### src/rtl/mfcc_pkg.sv
// Shared widths and FSM encoding for the mel-filterbank channel.
package mfcc_pkg;
  localparam int ADDR_WIDTH_D = 9;
  localparam int COEF_W_D     = 8;
  localparam int PWR_W_D      = 32;
  localparam int ACC_W_D      = 48;

  typedef enum logic [1:0] {IDLE, RUN, FLUSH, DONE} state_e;
endpackage

### src/rtl/mfcc_mel_mac.sv
// Weight-and-accumulate datapath: optional ROM-align stage, product register, accumulator.
// MFCC_MEL_SAT_EN selects a saturating accumulator; otherwise the sum wraps.
module mfcc_mel_mac
  import mfcc_pkg::*;
#(
  parameter int PWR_W   = PWR_W_D,
  parameter int COEF_W  = COEF_W_D,
  parameter int ACC_W   = ACC_W_D,
  parameter int ROM_LAT = 0
) (
  input  logic              clk,
  input  logic              rst_n,
  input  logic              i_vld,
  input  logic              i_first,
  input  logic              i_last,
  input  logic [PWR_W-1:0]  i_data,
  input  logic [COEF_W-1:0] i_coef,
  output logic              o_fin,
  output logic [ACC_W-1:0]  o_sum,
  output logic              o_sat
);
  localparam int PROD_W = PWR_W + COEF_W;

  logic              w_m_vld, w_m_first, w_m_last;
  logic [PWR_W-1:0]  w_m_data;
  logic              r_p_vld, r_p_first, r_p_last;
  logic [PROD_W-1:0] r_prod;
  logic [ACC_W-1:0]  r_acc, w_sum, w_prod_ext;

  // A registered ROM returns the weight one cycle late, so the bin is held back to meet it.
  generate
    if (ROM_LAT == 1) begin : g_align
      logic             r_a_vld, r_a_first, r_a_last;
      logic [PWR_W-1:0] r_a_data;
      always_ff @(posedge clk) begin
        if (!rst_n) begin
          r_a_vld   <= 1'b0;
          r_a_first <= 1'b0;
          r_a_last  <= 1'b0;
          r_a_data  <= '0;
        end else begin
          r_a_vld   <= i_vld;
          r_a_first <= i_first;
          r_a_last  <= i_last;
          r_a_data  <= i_data;
        end
      end
      assign w_m_vld   = r_a_vld;
      assign w_m_first = r_a_first;
      assign w_m_last  = r_a_last;
      assign w_m_data  = r_a_data;
    end else begin : g_noalign
      assign w_m_vld   = i_vld;
      assign w_m_first = i_first;
      assign w_m_last  = i_last;
      assign w_m_data  = i_data;
    end
  endgenerate

  always_ff @(posedge clk) begin
    if (!rst_n) begin
      r_p_vld   <= 1'b0;
      r_p_first <= 1'b0;
      r_p_last  <= 1'b0;
      r_prod    <= '0;
    end else begin
      r_p_vld   <= w_m_vld;
      r_p_first <= w_m_first;
      r_p_last  <= w_m_last;
      if (w_m_vld) r_prod <= PROD_W'(w_m_data) * PROD_W'(i_coef);
    end
  end

  assign w_prod_ext = ACC_W'(r_prod);

`ifdef MFCC_MEL_SAT_EN
  logic [ACC_W:0] w_add;
  logic           r_sat, w_sat;
  assign w_add = {1'b0, r_acc} + {1'b0, w_prod_ext};
  assign w_sum = r_p_first ? w_prod_ext : (w_add[ACC_W] ? '1 : w_add[ACC_W-1:0]);
  assign w_sat = r_p_first ? 1'b0 : (r_sat | w_add[ACC_W]);
  always_ff @(posedge clk) begin
    if (!rst_n)       r_sat <= 1'b0;
    else if (r_p_vld) r_sat <= w_sat;
  end
  assign o_sat = w_sat;
`else
  assign w_sum = r_p_first ? w_prod_ext : r_acc + w_prod_ext;
  assign o_sat = 1'b0;
`endif

  // First product of a frame overwrites the accumulator, so no clear cycle is needed.
  always_ff @(posedge clk) begin
    if (!rst_n)       r_acc <= '0;
    else if (r_p_vld) r_acc <= w_sum;
  end

  assign o_fin = r_p_vld & r_p_last;
  assign o_sum = w_sum;
endmodule

### src/rtl/mfcc_mel_filter_chan.sv
// One mel filter: walks the coefficient ROM by bin index, accumulates weighted power, emits one energy per frame.
// MFCC_MEL_SAT_EN enables accumulator saturation and the m_sat flag.
module mfcc_mel_filter_chan
  import mfcc_pkg::*;
#(
  parameter int ADDR_WIDTH = ADDR_WIDTH_D,
  parameter int COEF_W     = COEF_W_D,
  parameter int PWR_W      = PWR_W_D,
  parameter int ACC_W      = ACC_W_D,
  parameter int ROM_LAT    = 0
) (
  input  logic                  clk,
  input  logic                  rst_n,
  input  logic                  s_valid,
  output logic                  s_ready,
  input  logic [PWR_W-1:0]      s_data,
  input  logic                  s_last,
  output logic [ADDR_WIDTH-1:0] rom_addr,
  input  logic [COEF_W-1:0]     rom_data,
  output logic                  m_valid,
  input  logic                  m_ready,
  output logic [ACC_W-1:0]      m_data,
  output logic                  m_trunc,
  output logic                  m_sat
);
  state_e                r_state, w_state_nxt;
  logic [ADDR_WIDTH-1:0] r_bin_cnt;
  logic                  r_s_ready, r_trunc_pend;
  logic [ACC_W-1:0]      r_m_data;
  logic                  r_m_trunc, r_m_sat;
  logic                  w_acc, w_last_eff, w_first, w_fin, w_sat, w_load;
  logic [ACC_W-1:0]      w_sum;

  assign w_acc      = s_valid & r_s_ready;
  // The final ROM address closes the frame even without s_last.
  assign w_last_eff = s_last | (&r_bin_cnt);
  assign w_first    = w_acc & (r_state == IDLE);
  assign w_load     = (r_state == FLUSH) & w_fin;

  mfcc_mel_mac #(
    .PWR_W  (PWR_W),
    .COEF_W (COEF_W),
    .ACC_W  (ACC_W),
    .ROM_LAT(ROM_LAT)
  ) u_mac (
    .clk    (clk),
    .rst_n  (rst_n),
    .i_vld  (w_acc),
    .i_first(w_first),
    .i_last (w_acc & w_last_eff),
    .i_data (s_data),
    .i_coef (rom_data),
    .o_fin  (w_fin),
    .o_sum  (w_sum),
    .o_sat  (w_sat)
  );

  always_ff @(posedge clk) begin
    if (!rst_n) r_state <= IDLE;
    else        r_state <= w_state_nxt;
  end

  always_comb begin
    w_state_nxt = r_state;
    case (r_state)
      IDLE:    if (w_acc) w_state_nxt = w_last_eff ? FLUSH : RUN;
      RUN:     if (w_acc && w_last_eff) w_state_nxt = FLUSH;
      FLUSH:   if (w_fin) w_state_nxt = DONE;
      DONE:    if (m_ready) w_state_nxt = IDLE;
      default: w_state_nxt = IDLE;
    endcase
  end

  always_ff @(posedge clk) begin
    if (!rst_n) begin
      r_s_ready    <= 1'b0;
      r_bin_cnt    <= '0;
      r_trunc_pend <= 1'b0;
      r_m_data     <= '0;
      r_m_trunc    <= 1'b0;
      r_m_sat      <= 1'b0;
    end else begin
      r_s_ready <= (w_state_nxt == IDLE) || (w_state_nxt == RUN);
      if (w_acc) begin
        r_bin_cnt <= w_last_eff ? '0 : r_bin_cnt + 1'b1;
        if (w_last_eff) r_trunc_pend <= ~s_last;
      end
      // Capture the final sum straight off the adder as the last product retires.
      if (w_load) begin
        r_m_data  <= w_sum;
        r_m_trunc <= r_trunc_pend;
        r_m_sat   <= w_sat;
      end
    end
  end

  assign s_ready  = r_s_ready;
  assign rom_addr = r_bin_cnt;
  assign m_valid  = (r_state == DONE);
  assign m_data   = r_m_data;
  assign m_trunc  = r_m_trunc;
  assign m_sat    = r_m_sat;
endmodule
### config.mk
export PLATFORM = sky130hd
export DESIGN_NAME = mfcc_mel_filter_chan
export DESIGN_NICKNAME = d
export VERILOG_FILES = /design/src/rtl/mfcc_pkg.sv /design/src/rtl/mfcc_mel_mac.sv /design/src/rtl/mfcc_mel_filter_chan.sv
export SDC_FILE = /design/constraint.sdc
export NUM_CORES = 1
export LEC_CHECK = 0
export CORE_MARGIN = 5
export CORE_UTILIZATION = 40
export DETAILED_ROUTE_END_ITERATION = 7
export HOLD_SLACK_MARGIN = 0.06
export PLACE_DENSITY_LB_ADDON = 0.12
export SYNTH_ARGS = -nofsm -noshare
export SYNTH_HDL_FRONTEND = slang
export SYNTH_HIERARCHICAL = 1
export SYNTH_SLANG_ARGS = --single-unit
### constraint.sdc
create_clock -name clk -period 5.1 [get_ports clk]
set_clock_uncertainty 0.2 [all_clocks]
set_input_delay 0.51 -clock clk [delete_from_list [all_inputs] [get_ports clk]]
set_output_delay 0.51 -clock clk [all_outputs]
set_load 0.1 [all_outputs]
# [Word-level counts from Yosys, hierarchy flattened]
# Index checks and enable logic that the tools add are counted.
[totals] word_cells=39 output_inout_bits=61 input_bits=45 reg_bits=153
[op_classes] reduce_logical=6 add_sub_neg=2 n_eq_ne=4 n_mul=1 bitwise_logic=7 muxes=8
[op_table] cell="$add 48x40->48" count=1
[op_table] cell="$mux 48" count=1
[op_table] cell="$mul 32x8->40" count=1
[op_table] cell="$mux 2" count=5
[op_table] cell="$add 9x1->9 const B" count=1
[op_table] cell="$mux 9" count=1
[op_table] cell="$reduce_and 9->1" count=1
[op_table] cell="$pmux 2 s4" count=1
[op_table] cell="$and 1x1->1" count=5
[op_table] cell="$eq 2x1->1 const B" count=2
[op_table] cell="$eq 2x2->1 const B" count=2
[op_table] cell="$logic_not 2->1" count=2
[op_table] cell="$reduce_and 2->1" count=1
[op_table] cell="$logic_and 1x1->1" count=1
[op_table] cell="$logic_or 1x1->1" count=1
[op_table] cell="$not 1->1" count=1
[op_table] cell="$or 1x1->1" count=1

# [Depth between registers and ports, before layout]
[depth] ltp_word=7 depth_mapped=21 depth_no_buf=19

# [Hierarchy]
# Netlist, hierarchy kept.
[modules_own_cells] mod="mfcc_mel_mac" n_inst=1 area_each_um2=14343.8 seq_area_each_um2=1821.7 cells_each=1744
[modules_own_cells] mod="mfcc_mel_filter_chan" n_inst=1 area_each_um2=2313.5 seq_area_each_um2=1261.2 cells_each=291

# [Worst setup path before layout]
# Ideal clock, no wire load.
[synth_timing] kind="input to register" from="in rom_data[7]" to="reg u_mac.r_prod[34]" required_time_ns=4.831 setup_ns=0.069 arrival_time_ns=5.056 slack_ns=-0.225 path_buffers=1 cell_stages=19 cell_sequence="clkbuf_1 > nand2_1 > fa_1 > fa_1 > inv_1 > fa_1 > inv_1 > fa_1 > inv_1 > ha_1 > and3_1 > a31oi_1 > o21ai_0 > a31oi_1 > o221ai_1 > a221oi_1 > o211ai_1 > and2_1 > o21ai_1"
[synth_via] elab_chain_cells=1
[synth_rtl] item="from (decl)" line="mfcc_mel_filter_chan.sv:19" text="input logic [COEF_W-1:0] rom_data,"
[synth_rtl] item="$mul 32x8->40" line="mfcc_mel_mac.sv:70" text="if (w_m_vld) r_prod <= PROD_W'(w_m_data) * PROD_W'(i_coef);"
[synth_rtl] item="to (signal assigned)" line="mfcc_mel_mac.sv:70"
[synth_rtl] item="to (decl)" line="mfcc_mel_mac.sv:27" text="logic [PROD_W-1:0] r_prod;"
# Every way passes these cells.
# A chain may end at the register's enable or synchronous reset.

# [Worst setup path in the final report]
[layout_timing] from="in rom_data[2]" to="reg u_mac.r_prod[38]"
# The elaborated chain is that of the path after synthesis.

==> impl_results.md <==
* PnR Total Power at 9.52 mW
* Maximum number of pins on one net before global-route repair at 84
* Final Net Count at about 2600
* Number of nets in the synthesized netlist at approximately 2400
* H-tree lvl count at 4
* Clock latency at the later pin of the worst-skew pair at approximately 430 ps
* Post-synth cell types at 76
* Remaining routing DRC violations at 0
* Dominant synthesized flop cell: sky130_fd_sc_hd__dfxtp_1
* Sequential-to-total area share from yosys stat at 18.5%
* CTS tree: done
* Weighted congestion at the end of routability-driven global placement at 0.914
* Count of warnings emitted by yosys at 6
* RSZ-0062 raised after global routing: true
* Hold Fails Final Rpt at 0
* DRT antenna net count at 0
* Worst-path fanout max at 10
* Overall die area at 45800 um^2
* Hold-critical path depth at 2
* Die W at approximately 210 um
* Class of the most critical hold timing path: reg -> reg
* Number of buffers on the longest clock path at 2
* Via total after detailed routing at around 14000
* Total Routing Usage GR at between 10% and 20%
* Period minus WS final at about 5000 ps
* Number of placement rows at 74
* Data arrival time of the worst path at approximately 5000 ps
* Post-synthesis area per instance at just over 8 um^2
* Layout cell share with drive strength beyond 1 at between 10% and 20%
* Result of the run: completed
* Required time worst endpoint at about 5300 ps
* Routed len/inst at around 16 um
* Number of enable flip-flop cells after synthesis at 0
* Via count of the first global-routing pass at between 10000 and 15000
* Cell chosen for the clock root: sky130_fd_sc_hd__clkbuf_16
* Die extent in y at 214 um
* Cell type of the slowest stage on the worst timing path: sky130_fd_sc_hd__fa_1
* P per Cell Area at about 460 nW/um^2
* Cell repeated most along the worst path: sky130_fd_sc_hd__fa_1
* Relative area change from synthesis to final layout at 24.1%
* Count of hold-fix buffers inserted at cts at 0
* Async set-reset flop share out of synthesis at 0%
* Number of failing setup endpoints in the final timing report at 0
* Count of state elements after synthesis at approximately 150
* Total Routed Length at around 45000 um
* Number of antenna violations at the first check in global routing at 0
* VDD IR max at 0.258 mV
* Total overflow reported by the global router at 0
* WP depth at 21
* Count of TritonRoute iterations in the first routing pass at 5
* Post-detail-place hpwl at about 35000 um
* Cells on worst reg2reg path at 14
* Clk slew on worst S/H paths at approximately 60 ps
* Critical Path Sink Type: register
* First-pass GRT wire length at around 76000 um
* Number of design-rule violations left by the first detailed-router iteration at between 900 and 1000
* Max-cap violation count at 0
* Number of buffers added by the clock tree synthesis step at 17
* Standby leakage power at roughly 9 nW
* Initial Utilization at a little over 40%
* Count of boundary I/O pins at 106
* Core ar. at about 41000 um^2
* Worst Setup Start Kind: primary input
* Ant diodes at 0
* Number of port buffers at between 100 and 150
* Netlist Area Pre-Place at 16700 um^2
* Stage delay of the slowest cell on the critical path at between 500 and 600 ps
* Final clock period utilization by the worst path at 97.2%
* Number of sinks on the clock net at about 150
* Slew HR at 29.3%
* Fin. max-slew vios at 0
* Post-Synthesis Cells at 2035
* Crit Path Class: in -> reg
* Timing-limited maximum frequency at roughly 0.20 GHz
* Worst hold-check slack at roughly 250 ps
* WP buf/inv at 6
* DR vias/cell at approximately 5.2
* Cell class contributing the biggest share of worst-path delay: adder cells
* Slew at the pin closest to its max-slew limit at around 1100 ps
* Cell-by-cell trace of the critical path: clkbuf_4 > bufbuf_16 > and2_1 > fa_2 > fa_1 > inv_1 > fa_1 > fa_1 > inv_1 > ha_4 > a21o_1 > a21oi_2 > buf_4 > a21oi_4 > nor3_2 > o31ai_1 > buf_4 > nand2_1 > o31a_1 > or3_1 > nand3_1
-- metrics by stage --
step / cell area, um^2 / setup slack (ps) / util, % / cells / TNS [ps]
after floorplan: 16800 / -12.2 / - / 2035 / -12.2
after global placement: 19500 / -878 / 47.5 / 2749 / -17880
after detailed placement: 19500 / -957 / 47.5 / 2749 / -19370
after CTS: 20400 / 2.86 / 49.6 / 2788 / 0
after global routing: 20700 / -41.3 / 50.4 / 2795 / -121
final: 20700 / 140 / 50.4 / 2795 / 0
-- Yosys cell counts, types with 3 or more instances --
| library cell | n | area [um^2] |
|---|---|---|
| sky130_fd_sc_hd__dfxtp_1 | 154 | 3080 |
| sky130_fd_sc_hd__o211ai_1 | 18 | 135 |
| sky130_fd_sc_hd__o31ai_1 | 7 | 52.6 |
| sky130_fd_sc_hd__buf_2 | 16 | 80.1 |
| sky130_fd_sc_hd__a21boi_0 | 6 | 45.0 |
| sky130_fd_sc_hd__buf_1 | 11 | 41.3 |
| sky130_fd_sc_hd__and3_1 | 13 | 81.3 |
| sky130_fd_sc_hd__a22oi_1 | 3 | 22.5 |
| sky130_fd_sc_hd__a2111o_1 | 5 | 56.3 |
| sky130_fd_sc_hd__inv_1 | 207 | 777 |
| sky130_fd_sc_hd__nand2_1 | 258 | 968 |
| sky130_fd_sc_hd__nor2_1 | 106 | 398 |
| sky130_fd_sc_hd__a21o_1 | 40 | 300 |
| sky130_fd_sc_hd__xnor2_1 | 37 | 324 |
| sky130_fd_sc_hd__o21ai_0 | 106 | 531 |
| sky130_fd_sc_hd__nand3_1 | 54 | 270 |
| sky130_fd_sc_hd__o21bai_1 | 13 | 97.6 |
| sky130_fd_sc_hd__or2_2 | 4 | 25.0 |
| sky130_fd_sc_hd__and2_1 | 218 | 1360 |
| sky130_fd_sc_hd__o21a_1 | 7 | 52.6 |
| sky130_fd_sc_hd__a211oi_1 | 11 | 82.6 |
| sky130_fd_sc_hd__a31oi_1 | 16 | 100 |
| sky130_fd_sc_hd__mux2i_1 | 40 | 400 |
| sky130_fd_sc_hd__a31o_2 | 4 | 35.0 |
| sky130_fd_sc_hd__mux2_2 | 3 | 33.8 |
| sky130_fd_sc_hd__nor2b_1 | 14 | 87.6 |
| sky130_fd_sc_hd__or4_1 | 5 | 37.5 |
| sky130_fd_sc_hd__ha_1 | 102 | 1280 |
| sky130_fd_sc_hd__nand2b_1 | 9 | 56.3 |
| sky130_fd_sc_hd__a311o_1 | 4 | 40.0 |
| sky130_fd_sc_hd__fa_1 | 181 | 3620 |
| sky130_fd_sc_hd__or3_1 | 10 | 62.6 |
| sky130_fd_sc_hd__o31a_1 | 3 | 26.3 |
| sky130_fd_sc_hd__a41oi_1 | 3 | 26.3 |
| sky130_fd_sc_hd__xor2_1 | 22 | 193 |
| sky130_fd_sc_hd__a21oi_1 | 144 | 721 |
| sky130_fd_sc_hd__o21ba_2 | 17 | 170 |
| sky130_fd_sc_hd__o211a_1 | 3 | 30.0 |
| sky130_fd_sc_hd__nor4_1 | 7 | 43.8 |
| sky130_fd_sc_hd__nor3_1 | 19 | 95.1 |
| sky130_fd_sc_hd__clkbuf_1 | 72 | 270 |
| sky130_fd_sc_hd__nand4_1 | 18 | 113 |
| sky130_fd_sc_hd__o311ai_0 | 3 | 26.3 |
-- per-layer routing --
metal,vias up,part of all wire [%],global-route usage [%]
li1,7196,-,-
met1,6930,50,28.0
met2,286,45,31.6
met3,56,3.1,1.99
met4,0,1.7,4.72
met5,-,0,0
-- worst paths after layout --
check | from | to | slack [ps]
min | m_data[45] | m_data[45] | 250
min reg2reg | m_data[45] | m_data[45] | 250
max reg2reg | u_mac/r_prod[0] | m_data[38] | 1250
max | rom_data[2] | u_mac/r_prod[38] | 140
-- worst min-delay path, delay by kind of cell (launching register included) --
| family | cells | cell delay, ps |
|---|---|---|
| compound gates | 1 | 50 |
| simple gates | 1 | 50 |
| flops | 1 | 310 |
-- layout make-up --
type / count / area, um^2
clock inverter: 13 / 191
timing repair buffer: 296 / 2650
tap: 532 / 666
fill: 3941 / 20400
clock buffer: 19 / 443
multi-input combinational: 1573 / 12900
sequential: 154 / 3090
inverter: 208 / 781
-- state kept, by name (all words and copies together), names as in the netlist, named ones only --
name,flops
u_mac/r_p_last,1
m_data,48
u_mac/r_prod,40
r_trunc_pend,1
r_state,1
u_mac/r_p_vld,1
s_ready,1
m_trunc,1
u_mac/r_acc,48
u_mac/r_p_first,1
m_sat,1
rom_addr,9
-- layout by cell type (no fill, tap or decap), types with 10 or more instances in the layout --
cell type | netlist | layout
sky130_fd_sc_hd__fa_2 | 0 | 11
sky130_fd_sc_hd__o211ai_1 | 18 | 18
sky130_fd_sc_hd__ha_4 | 0 | 16
sky130_fd_sc_hd__dfxtp_1 | 154 | 152
sky130_fd_sc_hd__mux2i_1 | 40 | 40
sky130_fd_sc_hd__and3_1 | 13 | 12
sky130_fd_sc_hd__a21o_1 | 40 | 40
sky130_fd_sc_hd__o21ba_2 | 17 | 17
sky130_fd_sc_hd__a211oi_1 | 11 | 11
sky130_fd_sc_hd__ha_1 | 102 | 86
sky130_fd_sc_hd__xnor2_1 | 37 | 37
sky130_fd_sc_hd__nor3_1 | 19 | 16
sky130_fd_sc_hd__and2_4 | 1 | 12
sky130_fd_sc_hd__xor2_1 | 22 | 22
sky130_fd_sc_hd__or3_1 | 10 | 10
sky130_fd_sc_hd__clkbuf_2 | 0 | 13
sky130_fd_sc_hd__a31oi_1 | 16 | 14
sky130_fd_sc_hd__and2_1 | 218 | 207
sky130_fd_sc_hd__clkdlybuf4s50_1 | 0 | 74
sky130_fd_sc_hd__a21oi_1 | 144 | 132
sky130_fd_sc_hd__nand4_1 | 18 | 18
sky130_fd_sc_hd__clkbuf_16 | 0 | 19
sky130_fd_sc_hd__buf_4 | 1 | 176
sky130_fd_sc_hd__nand2_1 | 258 | 253
sky130_fd_sc_hd__nor2_1 | 106 | 104
sky130_fd_sc_hd__a21oi_2 | 1 | 10
sky130_fd_sc_hd__o21bai_1 | 13 | 13
sky130_fd_sc_hd__nor2b_1 | 14 | 14
sky130_fd_sc_hd__o21ai_0 | 106 | 96
sky130_fd_sc_hd__inv_1 | 207 | 199
sky130_fd_sc_hd__nand3_1 | 54 | 54
sky130_fd_sc_hd__fa_1 | 181 | 170
-- where the power goes --
part / total, mW / switching [mW] / internal (mW) / leakage (nW)
clock network: 1.36 / 0.527 / 0.837 / 0.301
registers: 1.47 / 0.141 / 1.33 / 1.25
logic: 6.69 / 3.40 / 3.29 / 7.61
total: 9.52 / 4.06 / 5.46 / 9.16
-- logic make-up after synthesis --
| family | after synthesis | share of synthesized area [%] |
|---|---|---|
| adder cells (fa/ha/maj) | 283 | 29.4 |
| multiplexers | 43 | 2.61 |
| XOR/XNOR | 59 | 3.10 |
| AO/OA/AOI/OAI | 438 | 16.9 |
| buffers and inverters | 308 | 7.08 |
| flip-flops | 154 | 18.5 |
| AND/OR/NAND/NOR | 749 | 22.4 |
| other | 1 | 0.0225 |
-- repair_timing --
| item | in CTS | in global routing |
|---|---|---|
| setup endpoints to repair | 22 | 17 |
| cloned | 5 | 2 |
| gates resized for setup | 60 | 113 |
| pin swaps | 20 | 79 |
| buffers inserted | 2 | 5 |
(Power assumes the default switching activity.)
